<file path="src/rtl/synth_sequencer_if.sv">
// Register-port bundle between the event sequencer and its
// table memory / synth_interface targets.
interface synth_sequencer_if #(
    parameter int ADDR_W = 16
);
    logic [ADDR_W-1:0] mem_addr;
    logic              mem_ren;
    logic [31:0]       mem_rdata;
    logic              mem_ready;
    logic [3:0]        bus_addr;
    logic [31:0]       bus_data;
    logic              bus_wen;
    logic              bus_ren;
    logic              bus_ready;

    modport master (
        output mem_addr, mem_ren,
        output bus_addr, bus_data,
        output bus_wen, bus_ren,
        input  mem_rdata, mem_ready,
        input  bus_ready
    );

    modport slave (
        input  mem_addr, mem_ren,
        input  bus_addr, bus_data,
        input  bus_wen, bus_ren,
        output mem_rdata, mem_ready,
        output bus_ready
    );
endinterface

</file>
<file path="src/rtl/synth_sequencer.sv">
// Event-table walker: fetch two-word events, wait tick delay,
// then write one voice register on the synth bus.
module synth_sequencer #(
    parameter int ADDR_W  = 16,
    parameter int TIMEOUT = 255
) (
    input  logic              clk,
    input  logic              rst,
    input  logic              start,
    input  logic              stop,
    input  logic [ADDR_W-1:0] base_addr,
    input  logic              tick,
    synth_sequencer_if.master sif,
    output logic              busy,
    output logic              done,
    output logic              err
);
    localparam int TW = $clog2(TIMEOUT + 1);

    typedef enum logic [2:0] {
        S_IDLE, S_RD0, S_GAP0, S_RD1,
        S_WAIT, S_WR, S_GAP1
    } state_t;

    state_t            r_state;
    state_t            w_next;
    logic [ADDR_W-1:0] r_ptr;
    logic [15:0]       r_delay;
    logic [3:0]        r_voice;
    logic              r_end;
    logic [31:0]       r_val;
    logic [15:0]       r_cnt;
    logic [TW-1:0]     r_to;
    logic              r_stop_pend;
    logic              r_done;
    logic              r_err;
    logic              w_req;
    logic              w_rd;
    logic              w_rdy;
    logic              w_tmo;
    logic              w_done;

    assign w_rd  = (r_state == S_RD0) || (r_state == S_RD1);
    assign w_req = w_rd || (r_state == S_WR);
    assign w_rdy = w_rd ? sif.mem_ready : sif.bus_ready;
    assign w_tmo = w_req && !w_rdy
                && (r_to == TW'(TIMEOUT - 1));

    always_comb begin
        w_next = r_state;
        w_done = 1'b0;
        unique case (r_state)
            S_IDLE: if (start && !stop) w_next = S_RD0;
            S_RD0: begin
                if (stop)               w_next = S_IDLE;
                else if (sif.mem_ready) w_next = S_GAP0;
                else if (w_tmo)         w_next = S_IDLE;
            end
            S_GAP0: w_next = stop ? S_IDLE : S_RD1;
            S_RD1: begin
                if (stop)               w_next = S_IDLE;
                else if (sif.mem_ready) w_next = S_WAIT;
                else if (w_tmo)         w_next = S_IDLE;
            end
            S_WAIT: begin
                if (stop)             w_next = S_IDLE;
                else if (r_cnt == '0) w_next = S_WR;
            end
            // An issued write is always carried to completion.
            S_WR: begin
                if (sif.bus_ready)
                    w_next = (r_stop_pend || stop) ? S_IDLE : S_GAP1;
                else if (w_tmo)
                    w_next = S_IDLE;
            end
            S_GAP1: begin
                if (stop || r_end) w_next = S_IDLE;
                else               w_next = S_RD0;
                w_done = r_end && !stop;
            end
            default: w_next = S_IDLE;
        endcase
    end

    always_ff @(posedge clk) begin
        if (!rst) begin
            r_state     <= S_IDLE;
            r_ptr       <= '0;
            r_delay     <= '0;
            r_voice     <= '0;
            r_end       <= 1'b0;
            r_val       <= '0;
            r_cnt       <= '0;
            r_to        <= '0;
            r_stop_pend <= 1'b0;
            r_done      <= 1'b0;
            r_err       <= 1'b0;
        end else begin
            r_state <= w_next;
            r_done  <= w_done;
            r_stop_pend <= (r_state == S_WR) && (w_next == S_WR)
                        && (r_stop_pend || stop);
            if (r_state == S_IDLE && w_next == S_RD0) begin
                r_ptr <= base_addr;
                r_err <= 1'b0;
            end
            if (w_tmo) r_err <= 1'b1;
            if (r_state == S_RD0 && w_next == S_GAP0) begin
                r_delay <= sif.mem_rdata[31:16];
                r_voice <= sif.mem_rdata[15:12];
                r_end   <= sif.mem_rdata[0];
                r_ptr   <= r_ptr + 1'b1;
            end
            if (r_state == S_RD1 && w_next == S_WAIT) begin
                r_val <= sif.mem_rdata;
                r_cnt <= r_delay;
                r_ptr <= r_ptr + 1'b1;
            end
            if (r_state == S_WAIT && tick && r_cnt != '0)
                r_cnt <= r_cnt - 1'b1;
            // Restart the ready watchdog on every state change.
            if (r_state != w_next) r_to <= '0;
            else if (w_req)        r_to <= r_to + 1'b1;
        end
    end

    assign sif.mem_ren  = w_rd;
    assign sif.mem_addr = w_rd ? r_ptr : '0;
    assign sif.bus_wen  = (r_state == S_WR);
    assign sif.bus_addr = sif.bus_wen ? r_voice : 4'd0;
    assign sif.bus_data = sif.bus_wen ? r_val : 32'd0;
    assign sif.bus_ren  = 1'b0;
    assign busy = (r_state != S_IDLE);
    assign done = r_done;
    assign err  = r_err;
endmodule

</file>
<file path="src/flat_wrapper.sv">
// flat-port wrapper written by rule: the top's interface ports become plain ports
module synth_sequencer_flat 
#(
    parameter int ADDR_W  = 16,
    parameter int TIMEOUT = 255
)
  (clk, rst, start, stop, base_addr, tick, busy, done, err, sif_mem_addr, sif_mem_ren, sif_bus_addr, sif_bus_data, sif_bus_wen, sif_bus_ren, sif_mem_rdata, sif_mem_ready, sif_bus_ready);
  synth_sequencer_if #(.ADDR_W(ADDR_W)) sif_i ();
  input  logic clk;
  input  logic rst;
  input  logic start;
  input  logic stop;
  input  logic [ADDR_W-1:0] base_addr;
  input  logic tick;
  output logic busy;
  output logic done;
  output logic err;
  output wire logic [$bits(sif_i.mem_addr)-1:0] sif_mem_addr;
  output wire logic [$bits(sif_i.mem_ren)-1:0] sif_mem_ren;
  output wire logic [$bits(sif_i.bus_addr)-1:0] sif_bus_addr;
  output wire logic [$bits(sif_i.bus_data)-1:0] sif_bus_data;
  output wire logic [$bits(sif_i.bus_wen)-1:0] sif_bus_wen;
  output wire logic [$bits(sif_i.bus_ren)-1:0] sif_bus_ren;
  input wire logic [$bits(sif_i.mem_rdata)-1:0] sif_mem_rdata;
  input wire logic [$bits(sif_i.mem_ready)-1:0] sif_mem_ready;
  input wire logic [$bits(sif_i.bus_ready)-1:0] sif_bus_ready;
  assign sif_mem_addr = sif_i.mem_addr;
  assign sif_mem_ren = sif_i.mem_ren;
  assign sif_bus_addr = sif_i.bus_addr;
  assign sif_bus_data = sif_i.bus_data;
  assign sif_bus_wen = sif_i.bus_wen;
  assign sif_bus_ren = sif_i.bus_ren;
  assign sif_i.mem_rdata = sif_mem_rdata;
  assign sif_i.mem_ready = sif_mem_ready;
  assign sif_i.bus_ready = sif_bus_ready;
  synth_sequencer #(.ADDR_W(ADDR_W), .TIMEOUT(TIMEOUT)) u_core (.clk(clk), .rst(rst), .start(start), .stop(stop), .base_addr(base_addr), .tick(tick), .sif(sif_i), .busy(busy), .done(done), .err(err));
endmodule
</file>
<file path="config.mk">
export PLATFORM = sky130hd
export DESIGN_NAME = synth_sequencer_flat
export DESIGN_NICKNAME = d
export VERILOG_FILES = /design/src/rtl/synth_sequencer_if.sv /design/src/rtl/synth_sequencer.sv /design/src/flat_wrapper.sv
export SDC_FILE = /design/constraint.sdc
export NUM_CORES = 1
export LEC_CHECK = 0
export ABC_CLOCK_PERIOD_IN_PS = 2300
export CORE_AREA = 2 2 143 145
export CTS_BUF_LIST = sky130_fd_sc_hd__clkbuf_8 sky130_fd_sc_hd__clkbuf_16
export DETAILED_ROUTE_END_ITERATION = 10
export DIE_AREA = 0 0 145 147
export PLACE_DENSITY = 0.56
export SYNTH_ARGS = -nofsm -noshare
export SYNTH_HDL_FRONTEND = slang
export SYNTH_SLANG_ARGS = --single-unit
</file>
<file path="constraint.sdc">
create_clock -name clk -period 2.3 [get_ports clk]
set_clock_uncertainty 0.15 [all_clocks]
set_input_delay 0.46 -clock clk [delete_from_list [all_inputs] [get_ports clk]]
set_output_delay 0.46 -clock clk [all_outputs]
set_load 0.01 [all_outputs]
</file>
==> results.yml <==
placement:
  io_buffers: 111
  pre_cts_ws_ns: -0.306
  dp.cells: 1038
  hpwl_um: 10900
  gp_congestion: 0.804
yosys:
  ys_ff_latch: 99
  synthesis.nets: 696
  syn-instance-count: 637
  synth_mux_area_frac: 0.00853
  synthArstFlopShare: 0
  synth-simple-area-share: 0.323
  synth-main-ff-cell: "dfxtp_1"
  synth-edff-count: 0
  synth_top_family_by_area: "simple AND/OR/NAND/NOR gates"
  netlist_area_um2: 4840
  synth_compound_area_frac: 0.179
  synth-xor-area-share: 0.0199
  seq_area_frac_synth: 0.409
  synth_cell_types: 60
  yosysWarningCount: 0
  synth_area_per_cell_um2: 7.60
  synth_fa_ha_area_frac: 0.0103
routing:
  via_count: 4978
  wl_um: 15200
  drt_iter0_drc: 295
  drc: 0
  drt-wirelength-per-cell_um: 14.4
  via_per_inst: 4.71
  antenna_left: 0
  drtPass1Iterations: 5
setup_path:
  crit_fanout: 8
  critPathKind: "flop to output port"
  worstPathArrival_ns: 1.65
  r2r-end: "u_core.r_ptr[10]$_SDFFE_PN0P_"
  cp-start-kind: "flop"
  reg2regPathDepth: 5
  reg2reg_from: "u_core.r_state[2]$_SDFF_PN0_"
  cp.required_ns: 1.69
  crit_path_end_kind: "output port"
  cpLargestDelayFamily: "buffers and inverters"
  crit_chain: "buf_4 -> inv_1 -> nand2_1 -> clkdlybuf4s50_1"
  r2r_setup_slack_ns: 0.17
  path_buf_inv: 3
  cp_slowest_cell: "clkdlybuf4s50_1"
  cp_slowest_stage_delay_ns: 0.58
final_layout:
  final_cells: 1057
  n_antenna_cell: 0
  regArea_um2: 1990
  nNetsFinal: 841
  multi_input_area_um2: 2680
  n_fill_cell: 2110
  final_common_cell: "nand2_1"
  drive_gt1_frac: 0.139
  final_cell_mix: "nand2_1, dfxtp_1, a21oi_1, clkdlybuf4s50_1, buf_4"
  finish.utilization: 0.357
  area_growth_pct: 46.1
sta:
  setup_slack_ns: 0.0398
  finalCritPeriodShare: 0.983
  finalCriticalPeriod_ns: 2.26
  setup_viol: 0
  finalHoldViolations: 0
  drv_slew: 0
  rsz0062_at_grt: "yes"
  clock.fmax_mhz: 442
  hold_ws_ns: 0.301
clock_network:
  clk_latency_ns: 0.36
  clock_sinks: 99
  htreeDepth: 3
  cts-root-buf: "clkbuf_16"
  cts_hold_buf: 0
  cts_buffers: 9
  cts_tree: "built"
  cts.clk_slew.worst_paths_ns: 0.07
  cts_buffer_depth: 2
global_routing:
  grt_pass1_wl_um: 25300
  antenna_found_initial: 0
  globalRouteOverflowTotal: 0
  grt_max_degree: 70
  grt_util_all_layers: 0.147
  grt_pass1_vias: 4868
pwr:
  p_leak_nw: 2.91
  irDropWorstVdd_mv: 0.394
  power.density_nw_per_um2: 505
floorplanning:
  dieArea_um2: 21300
  ios: 113
  start_util: 0.244
  fp.coreArea_um2: 19800
  die_h_um: 147
  die_w_um: 145
  rows: 52
flow_run:
  max-cap-violations: 0
min_path:
  hold_depth: 2
  hold_path_end: "u_core.r_val[9]$_SDFFE_PN0P_"
  hp-class: "flop to flop"
  min_from: "u_core.r_val[9]$_SDFFE_PN0P_"
run_status:
  outcome: "finished clean"
## worst max-delay path by stage
stage,from,end,cells past startpoint
floorplan,stop,u_core.r_ptr[10]$_SDFFE_PN0P_,6
global placement,stop,u_core.r_to[6]$_SDFFE_PP0P_,8
detailed placement,sif_mem_ready,u_core.r_to[2]$_SDFFE_PP0P_,8
CTS,u_core.r_state[0]$_SDFF_PN0_,sif_bus_data[29],4
global route,u_core.r_state[0]$_SDFF_PN0_,sif_bus_data[21],5
finish,u_core.r_state[2]$_SDFF_PN0_,busy,4
## logic make-up after synthesis
| family | after synthesis |
|---|---|
| simple gates | 319 |
| compound gates | 140 |
| flops | 99 |
| buf+inv | 59 |
| xor+xnor | 11 |
| fa+ha+maj | 4 |
| mux | 4 |
| other cells | 1 |
## where the power goes
part	switching, mW	internal [mW]
Sequential	0.0242	1.73
Combinational	0.150	0.172
Clock	0.716	0.777
Total	0.891	2.68
## per-layer routing
layer,up-vias,part of all wire,global-route usage
li1,2522,-,-
met1,2292,0.46,0.185
met2,152,0.44,0.236
met3,12,0.078,0.0516
met4,0,0.014,0.0475
met5,-,0,0
## what timing repair did
action,in CTS,in global routing
pin swaps,0,1
gates resized for setup,56,32
endpoints found under the hold margin,0,0
setup buffers,1,1
endpoints found under the setup margin,55,19
cloned,1,0
## registers in the layout (all words and copies together) (netlist names)
| register | count |
|---|---|
| u_core.r_val | 32 |
| u_core.r_ptr | 16 |
| u_core.r_voice | 4 |
| u_core.r_stop_pend | 1 |
| u_core.r_state | 3 |
| u_core.r_end | 1 |
| u_core.done | 1 |
| u_core.r_cnt | 16 |
| u_core.r_to | 8 |
| u_core.r_delay | 16 |
| u_core.err | 1 |
## metrics by stage
| stage | TNS (ns) | cell area (um2) | total power, mW |
|---|---|---|---|
| after floorplan | 0 | 4840 | 1.91 |
| after global placement | -4.28 | 6730 | 2.12 |
| after detailed placement | -5.56 | 6730 | 2.11 |
| after CTS | -0.914 | 7000 | 3.61 |
| after global routing | -0.0352 | 7080 | 3.74 |
| final | 0 | 7080 | 3.58 |
## worst register-to-register path: stages (launching register included)
cell       delay (ns)
dfxtp_4          0.36
buf_4            0.16
nand4bb_1        0.27
or4_4            0.62
or3_1            0.32
a31oi_1          0.18
## synth_stat cells, types with 2 or more instances
cell,n,share of area
mux2i_1,3,0.0062
or3_1,7,0.0090
o31a_1,2,0.0036
nor3_1,10,0.010
and2_1,18,0.023
nand3_1,18,0.019
a22oi_1,6,0.0093
nor2_1,37,0.029
and3_1,43,0.056
nor3b_1,4,0.0062
a311oi_1,3,0.0054
o311ai_0,3,0.0054
or4_1,2,0.0031
o21ai_0,11,0.011
xnor2_1,5,0.0090
nand2_1,145,0.11
o21a_1,6,0.0093
a32oi_1,4,0.0072
a31oi_1,12,0.016
buf_2,4,0.0041
xor2_1,6,0.011
clkbuf_1,38,0.029
a2bb2oi_1,2,0.0036
o211ai_1,5,0.0078
nand2b_1,4,0.0052
inv_1,14,0.011
a21oi_1,73,0.075
nor4_1,8,0.010
dfxtp_1,99,0.41
ha_1,4,0.010
nand4_1,11,0.014
and4bb_2,2,0.0052
## area by class of cell
type	instances	share of cell area
multi-input cells	479	0.379
flip-flops and latches	99	0.281
repair buffers	178	0.244
well taps	270	0.0477
clock buffers	10	0.0338
inverters	14	0.00743
clock inverters	6	0.00690
repair inverters	1	0.00106
No activity file was read; power rests on OpenSTA's default activity.
